==> src/rtl/gray_pkg.sv <==
// Shared definitions for the Gray-code decode and step-check blocks.
package gray_pkg;

  typedef enum logic [1:0] {
    IDLE = 2'd0,
    CONV = 2'd1,
    DONE = 2'd2
  } state_e;

  // Ceiling log2 for sizing index registers at elaboration time.
  function automatic int unsigned clog2(input int unsigned n);
    int unsigned r;
    r = 0;
    while ((32'd1 << r) < n) r++;
    return r;
  endfunction

endpackage

==> src/rtl/gray_step_check.sv <==
// Flags two Gray words that differ in more than one bit position.
module gray_step_check #(
  parameter int unsigned WIDTH = 4
) (
  input  logic [WIDTH-1:0] a,
  input  logic [WIDTH-1:0] b,
  output logic             multi
);

  logic [WIDTH-1:0] diff;
  logic             seen;

  // A second differing bit is enough; no full popcount needed.
  always_comb begin
    diff  = a ^ b;
    seen  = 1'b0;
    multi = 1'b0;
    for (int i = 0; i < int'(WIDTH); i++) begin
      if (diff[i]) begin
        if (seen) multi = 1'b1;
        seen = 1'b1;
      end
    end
  end

endmodule

==> src/rtl/gray_to_binary_seq.sv <==
// Bit-serial Gray-to-binary decoder, MSB first, with start/busy/done handshake
// and illegal-step detection against the previously accepted word.
module gray_to_binary_seq
  import gray_pkg::*;
#(
  parameter int unsigned WIDTH = 4
) (
  input  logic             clk,
  input  logic             rst,
  input  logic             start,
  input  logic [WIDTH-1:0] g,
  output logic             ready,
  output logic             busy,
  output logic             done,
  output logic [WIDTH-1:0] b,
  output logic             step_err
);

  localparam int unsigned IW = clog2(WIDTH);

  state_e           state;
  logic [WIDTH-1:0] g_reg;
  logic [WIDTH-1:0] g_prev;
  logic [WIDTH-1:0] w;
  logic [WIDTH-1:0] w_nxt;
  logic [IW-1:0]    idx;
  logic             prev_valid;
  logic             multi;

  gray_step_check #(.WIDTH(WIDTH)) u_step_check (
    .a     (g_reg),
    .b     (g_prev),
    .multi (multi)
  );

  // Work register with the current bit resolved; on the last step this is the full result.
  always_comb begin
    w_nxt      = w;
    w_nxt[idx] = w[idx + IW'(1)] ^ g_reg[idx];
  end

  always_ff @(posedge clk) begin
    if (rst) begin
      state      <= IDLE;
      g_reg      <= '0;
      g_prev     <= '0;
      w          <= '0;
      idx        <= '0;
      prev_valid <= 1'b0;
      b          <= '0;
      step_err   <= 1'b0;
      ready      <= 1'b1;
      busy       <= 1'b0;
      done       <= 1'b0;
    end else begin
      done <= 1'b0;
      case (state)
        IDLE: begin
          if (start) begin
            g_reg <= g;
            w     <= {g[WIDTH-1], {(WIDTH-1){1'b0}}};
            idx   <= IW'(WIDTH - 2);
            state <= CONV;
            ready <= 1'b0;
            busy  <= 1'b1;
          end
        end
        CONV: begin
          w <= w_nxt;
          if (idx == '0) begin
            // b, step_err and history all commit together on the edge into DONE.
            b          <= w_nxt;
            step_err   <= prev_valid & multi;
            g_prev     <= g_reg;
            prev_valid <= 1'b1;
            done       <= 1'b1;
            state      <= DONE;
          end else begin
            idx <= idx - IW'(1);
          end
        end
        DONE: begin
          state <= IDLE;
          ready <= 1'b1;
          busy  <= 1'b0;
        end
        default: begin
          state <= IDLE;
          ready <= 1'b1;
          busy  <= 1'b0;
        end
      endcase
    end
  end

endmodule
==> config.mk <==
export PLATFORM = sky130hd
export DESIGN_NAME = gray_to_binary_seq
export DESIGN_NICKNAME = d
export VERILOG_FILES = /design/src/rtl/gray_pkg.sv /design/src/rtl/gray_step_check.sv /design/src/rtl/gray_to_binary_seq.sv
export SDC_FILE = /design/constraint.sdc
export NUM_CORES = 1
export LEC_CHECK = 0
export CAP_MARGIN = 20
export CORE_MARGIN = 2
export CORE_UTILIZATION = 30
export CTS_CLUSTER_DIAMETER = 30
export DETAILED_ROUTE_END_ITERATION = 7
export PLACE_DENSITY = 0.55
export SETUP_SLACK_MARGIN = 0.4
export SYNTH_ARGS = -nofsm -noshare
export SYNTH_HDL_FRONTEND = slang
export SYNTH_SLANG_ARGS = --single-unit
==> constraint.sdc <==
create_clock -name clk -period 2 [get_ports clk]
set_clock_uncertainty 0.1 [all_clocks]
set_input_delay 0.4 -clock clk [delete_from_list [all_inputs] [get_ports clk]]
set_output_delay 0.4 -clock clk [all_outputs]
set_load 0.1 [all_outputs]
==> metrics.md, run 1 <==
| Metric | Value |
|---|---|
| Outcome | `complete, no violations` |
| CTS tree | `built` |
| Critical path arrival | `2050 ps` |
| Total GRT Usage | `0.117` |
| Most area-consuming cells after synthesis | `dfxtp_1, a21oi_1, nand2_1, nor2_1, ha_1` |
| Max_cap viols | `0` |
| Die span in x | `65.2 um` |
| Ys Warns | `0` |
| Total Power | `1.09 mW` |
| Internal | `761 uW` |
| Asr flop ratio synth | `0` |
| N_diodes | `0` |
| Largest net degree at the start of global routing | `25` |
| First-pass GRT wire length | `3.93 mm` |
| Worst Tran Pin Value | `329 ps` |
| IO Port Bufs | `14` |
| Mapped Nets | `134` |
| Final Non-Filler Cells | `191` |
| LEAKAGE | `0.565 nW` |
| Headroom to the max-slew limit | `0.780` |
| Final ANT Viol Nets | `0` |
| CP endpoint kind | `register` |
| EDFF count, synth | `0` |
| Yosys reg bits | `25` |
| Final setup vio count | `0` |
| Num CTS Buffers | `3` |
| Worst Path Required | `2110 ps` |
| Vias in the first global route | `866` |
| Critical Path Start | `idx[0]` |
| Hold Violations, Final | `0` |
| Peak Freq | `514 MHz` |
| Wire per inst | `12.0 um` |
| Post-synthesis cell area | `1120 um^2` |
| Tmin final | `1950 ps` |
| Clock Latency Late Sink | `270 ps` |
| Reg power frac | `0.502` |
| Startpoint types | `register` |
| RSZ-0062 raised after global routing | `true` |
| Psw | `326 uW` |
| Worst Hold Path EP | `b[3]` |
| VDD IR max | `0.000257 V` |
| Hold WC Path Type | `register to register` |
| Cell count after synthesis | `123` |
| Pwr Density | `746 nW/um^2` |
| 1st-iter DRT viols | `48` |
| DIE HEIGHT | `65.2 um` |
| Final Max Slew Viols | `0` |
| Initial antenna violation count | `0` |
| Hold path cells | `2` |
| Yosys top cell by area | `dfxtp_1` |
| Starting Density | `0.309` |
| Clock Tree Buf Depth | `2` |
| DRC violations left | `0` |
| CTS sink count | `25` |
| Num rows | `22` |
| Register-to-register setup slack | `50 ps` |
| Top-count cell post-synth | `dfxtp_1` |
| Ports | `15` |
| Worst-path clk slew | `90 ps` |
| Via density per instance | `4.60` |
| Clock share of power | `0.279` |
| Comb power frac | `0.219` |
| Dpl cells | `185` |
| Core area | `3630 um^2` |
| Crit share post-route | `0.973` |
| Syn-to-layout area delta | `29.7%` |
| RePlAce Congestion | `0.845` |
| Share of cells above drive strength 1 | `0.245` |
| CTS Root Cell | `clkbuf_8` |
| Cells on worst reg2reg path | `6` |
| Distinct cells, synth | `29` |
| Start point of the worst hold path | `b[3]` |
| Most frequent cells after synthesis | `dfxtp_1, nand2_1, a21oi_1, nor2_1` |
| Drt total wl | `2.29 mm` |
| Post-layout util | `0.400` |
| Ys flop type | `dfxtp_1` |
| Crit path kind | `register to register` |
| Layout Nets | `155` |
| FF-to-FF End | `b[2]` |
| H-tree levels | `1` |
| Switch share | `0.300` |
| Worst r2r src | `idx[0]` |
| Sequential area share after synthesis | `0.446` |
| DR pass1 iterations | `4` |
| Post-DP HPWL | `1.70 mm` |
| Via total after detailed routing | `879` |
| Total congestion overflow | `0` |
| # hold bufs at CTS | `0` |
| Die area | `4250 um^2` |
| Avg Inst Size Synth | `9.12 um^2` |
| CP max FO | `4` |
| Synth top area share | `0.446` |
-- area by class of cell --
class                   instances  area (um^2)
clock buffers                   3         41.3
clock inverters                 1         6.26
fillers                       374         2180
inverters                       3         13.8
multi-input cells              89          598
flip-flops and latches         25          505
well taps                      48         60.1
repair buffers                 22          230
-- worst max-delay path, cell delays in order (launching register included) --
cell and delay [ps]:
dfxtp_4 370, inv_4 40, ha_4 270, mux4_2 540, xnor2_2 180, a211o_1 280
a21oi_2 110
-- cells by family after synthesis --
kind of cell	after synthesis	synth area share
mux	6	0.0792
buf+inv	9	0.0323
xor+xnor	6	0.0535
flops	25	0.446
simple gates	41	0.165
compound gates	31	0.171
fa+ha+maj	5	0.0535
-- how the worst max path moves through the flow --
stage	endpoint	slack (ps)	cells after the start
3_3_place_gp	b[3]	90	6
3_5_place_dp	b[2]	30	6
4_1_cts	b[2]	50	6
6_report	b[2]	50	6
5_1_grt	w[1]	-30	6
2_1_floorplan	b[1]	90	6
-- power by group through the flow --
stage | Clock [mW] | Combinational [mW] | Sequential [mW]
finish | 0.303 | 0.238 | 0.545
global route | 0.337 | 0.257 | 0.549
CTS | 0.313 | 0.237 | 0.545
detailed placement | 0 | 0.230 | 0.558
global placement | 0 | 0.226 | 0.557
floorplan | 0 | 0.116 | 0.602
-- layer usage --
layer  GRT usage  wire [um]  up-vias
met5           0          0        -
met4      0.0469         27        0
met3      0.0171         61        2
met2       0.196       1110       12
met1       0.152       1090      404
li1            -          -      461
-- repair_timing --
action,CTS,global route
pin swaps,2,0
endpoints found under the setup margin,8,10
setup buffers,2,0
endpoints found under the hold margin,0,0
gates resized for setup,0,2
-- metrics by stage --
stage	area [um^2]	setup TNS (ps)	hold WS, ps	setup WS [ps]
after floorplan	1140	0	340	92.7
after global placement	1390	0	350	85.6
final	1460	0	372	53.8
after global routing	1460	-65.1	387	-29.0
after CTS	1450	0	376	47.0
after detailed placement	1390	0	358	27.8
-- layout by cell type, fill, tap and decap left out, types with 2 or more instances in the layout --
cell type        count
a211o_1              3
buf_4               12
clkdlybuf4s50_1      6
nor2b_1              2
nor2_1              14
nand3_1              2
clkbuf_8             3
xor2_1               5
a21oi_2              3
mux2i_1              4
mux4_2               2
dfxtp_1             23
a21oi_1             16
o21ai_0              5
nand2_1             16
buf_12               4
inv_4                2
ha_1                 3
Power figures use the tool's default switching activity.
==> run 2, diff against run 1 <==
- HOLD_SLACK_MARGIN: unset -> 0.15
- PLACE_DENSITY: 0.55 -> 0.54
- REMOVE_ABC_BUFFERS: unset -> 1
- clock period: 2 -> 1.9 ns (I/O delays scaled with it)
==> run 2 against run 1 <==
Net effect:
- the flow now finishes with violations (negative setup slack)
- highest routed layer unchanged
- sequential share of layout area down 2.2 points
- sequential power rose by 5.9%
- wire length rose by 2.8%
==> metrics.md, run 2 (synthesis gave the netlist of run 1 again) <==
| Metric | Value |
|---|---|
| Register-to-register setup slack | `-40 ps (-90 ps)` |
| CP endpoint kind | `register` |
| # hold bufs at CTS | `0 (unchanged)` |
| Clock Tree Buf Depth | `2 (unchanged)` |
| Final Non-Filler Cells | `196 (+2.6%)` |
| IO Port Bufs | `14 (unchanged)` |
| Worst-path clk slew | `90 ps (about the same)` |
| Worst Path Required | `2000 ps (-110 ps)` |
| Max_cap viols | `0 (unchanged)` |
| RSZ-0062 raised after global routing | `true` |
| Post-DP HPWL | `1.74 mm (+2.7%)` |
| Hold WC Path Type | `register to register` |
| Wire per inst | `12.0 um (+0.17%)` |
| Critical Path Start | `idx[1]` |
| Crit share post-route | `1.02 (+0.0480)` |
| Final setup vio count | `5 (+5)` |
| Total Power | `1.17 mW (+7.6%)` |
| RePlAce Congestion | `0.812 (-3.9%)` |
| N_diodes | `0 (unchanged)` |
| Die area | `4250 um^2 (unchanged)` |
| Ports | `15 (unchanged)` |
| DR pass1 iterations | `4 (unchanged)` |
| Starting Density | `0.309 (unchanged)` |
| Vias in the first global route | `847 (-2.2%)` |
| Final instance area | `1550 um^2 (+6.4%)` |
| Via density per instance | `4.66 (+1.3%)` |
| Clock Latency Late Sink | `260 ps (about the same)` |
| Dpl cells | `191 (+3.2%)` |
| Final ANT Viol Nets | `0 (unchanged)` |
| H-tree levels | `1 (unchanged)` |
| Via total after detailed routing | `914 (+4.0%)` |
| Syn-to-layout area delta | `38.0%` |
| Final worst slack | `-40.0 ps (-93.8 ps)` |
| Headroom to the max-slew limit | `0.656 (-0.124)` |
| Total congestion overflow | `0 (unchanged)` |
| Largest net degree at the start of global routing | `15 (-40%)` |
| Start point of the worst hold path | `g_prev[1]` |
| Num rows | `22 (unchanged)` |
| Violated checks | `negative setup slack` |
| Crit path kind | `register to register` |
| Outcome | `finished, violations left` |
| Hold Violations, Final | `0 (unchanged)` |
| Core area | `3630 um^2 (unchanged)` |
| Dpl cell area | `1470 um^2 (+5.7%)` |
| DIE HEIGHT | `65.2 um (unchanged)` |
| Critical path arrival | `2040 ps (about the same)` |
| First-pass GRT wire length | `3.88 mm (-1.2%)` |
| Num CTS Buffers | `3 (unchanged)` |
| Total GRT Usage | `0.118 (+0.000491)` |
| LEAKAGE | `0.613 nW (+8.6%)` |
| Cells on worst reg2reg path | `6 (unchanged)` |
| VDD IR max | `0.000353 V (+37%)` |
| Most common cell after layout, fill and taps aside | `dfxtp_1` |
| 1st-iter DRT viols | `34 (-29%)` |
| Final Max Slew Viols | `0 (unchanged)` |
| Initial antenna violation count | `0 (unchanged)` |
| Layout Nets | `160 (+3.2%)` |
| FF-to-FF End | `b[2]` |
| CTS sink count | `25 (unchanged)` |
| Most frequent cells in the layout | `dfxtp_1, nand2_1, a21oi_1, nor2_1, buf_4` |
| CTS tree | `built` |
| Startpoint types | `register` |
| Drt total wl | `2.35 mm (+2.8%)` |
| Pwr Density | `754 nW/um^2 (+1.0%)` |
| Worst Tran Pin Value | `514 ps (+185 ps)` |
| CP max FO | `4 (unchanged)` |
| Share of cells above drive strength 1 | `0.277 (+0.0323)` |
| Peak Freq | `515 MHz (+0.32%)` |
| Worst r2r src | `idx[1]` |
| Tmin final | `1940 ps (-6.20 ps)` |
| Die span in x | `65.2 um (unchanged)` |
| DRC violations left | `0 (unchanged)` |
| CTS Root Cell | `clkbuf_8` |
| Crit path to | `b[2]` |
## run 2: layer usage
layer / wire [um] / global-route usage / up-vias
li1: - / - / 468
met3: 38 / 0.0171 / 2
met2: 1170 / 0.200 / 11
met1: 1120 / 0.147 / 433
met5: 0 / 0 / -
met4: 34 / 0.0547 / 0
## run 2: final cells by class
cell class / count / area, um^2
clock buffers: 3 / 41.3
multi-input cells: 89 / 607
flip-flops and latches: 25 / 504
inverters: 3 / 11.3
fillers: 370 / 2080
repair buffers: 27 / 320
clock inverters: 1 / 5.00
well taps: 48 / 60.1
## run 2: worst min path at each step
| stage | slack [ps] | depth (start not counted) | endpoint |
|---|---|---|---|
| floorplan | 340 | 2 | w[0] |
| global placement | 360 | 2 | g_prev[0] |
| detailed placement | 360 | 2 | g_prev[2] |
| CTS | 380 | 2 | g_prev[1] |
| global route | 400 | 2 | g_prev[2] |
| finish | 370 | 2 | g_prev[1] |
## run 2: critical path, stage by stage, from the launching register on
cell and delay (ps):
dfxtp_2 340, inv_2 50, ha_4 260, mux4_2 540, xnor2_2 190, a211o_1 280, a21oi_2 120
## run 2: what timing repair did
item	4_1_cts	5_1_grt
endpoints found under the setup margin	9	15
setup buffers	1	0
pin swaps	4	0
cloned	0	0
resized for setup	6	5
## run 2: per-stage QoR
| step | hold slack [ps] | setup TNS [ps] | util | setup WS, ps |
|---|---|---|---|---|
| CTS | 377 | -113 | 0.422 | -30.2 |
| global route | 398 | -767 | 0.426 | -116 |
| floorplan | 338 | -1560 | - | -269 |
| global placement | 358 | -1010 | 0.404 | -161 |
| detailed placement | 364 | -1260 | 0.404 | -207 |
| finish | 375 | -96.2 | 0.426 | -40.0 |
## run 2: power by group
part | internal, mW | leakage [nW] | switching, mW
clock network | 0.146 | 0.0255 | 0.164
logic | 0.127 | 0.382 | 0.154
registers | 0.551 | 0.205 | 0.0257
total | 0.824 | 0.613 | 0.344
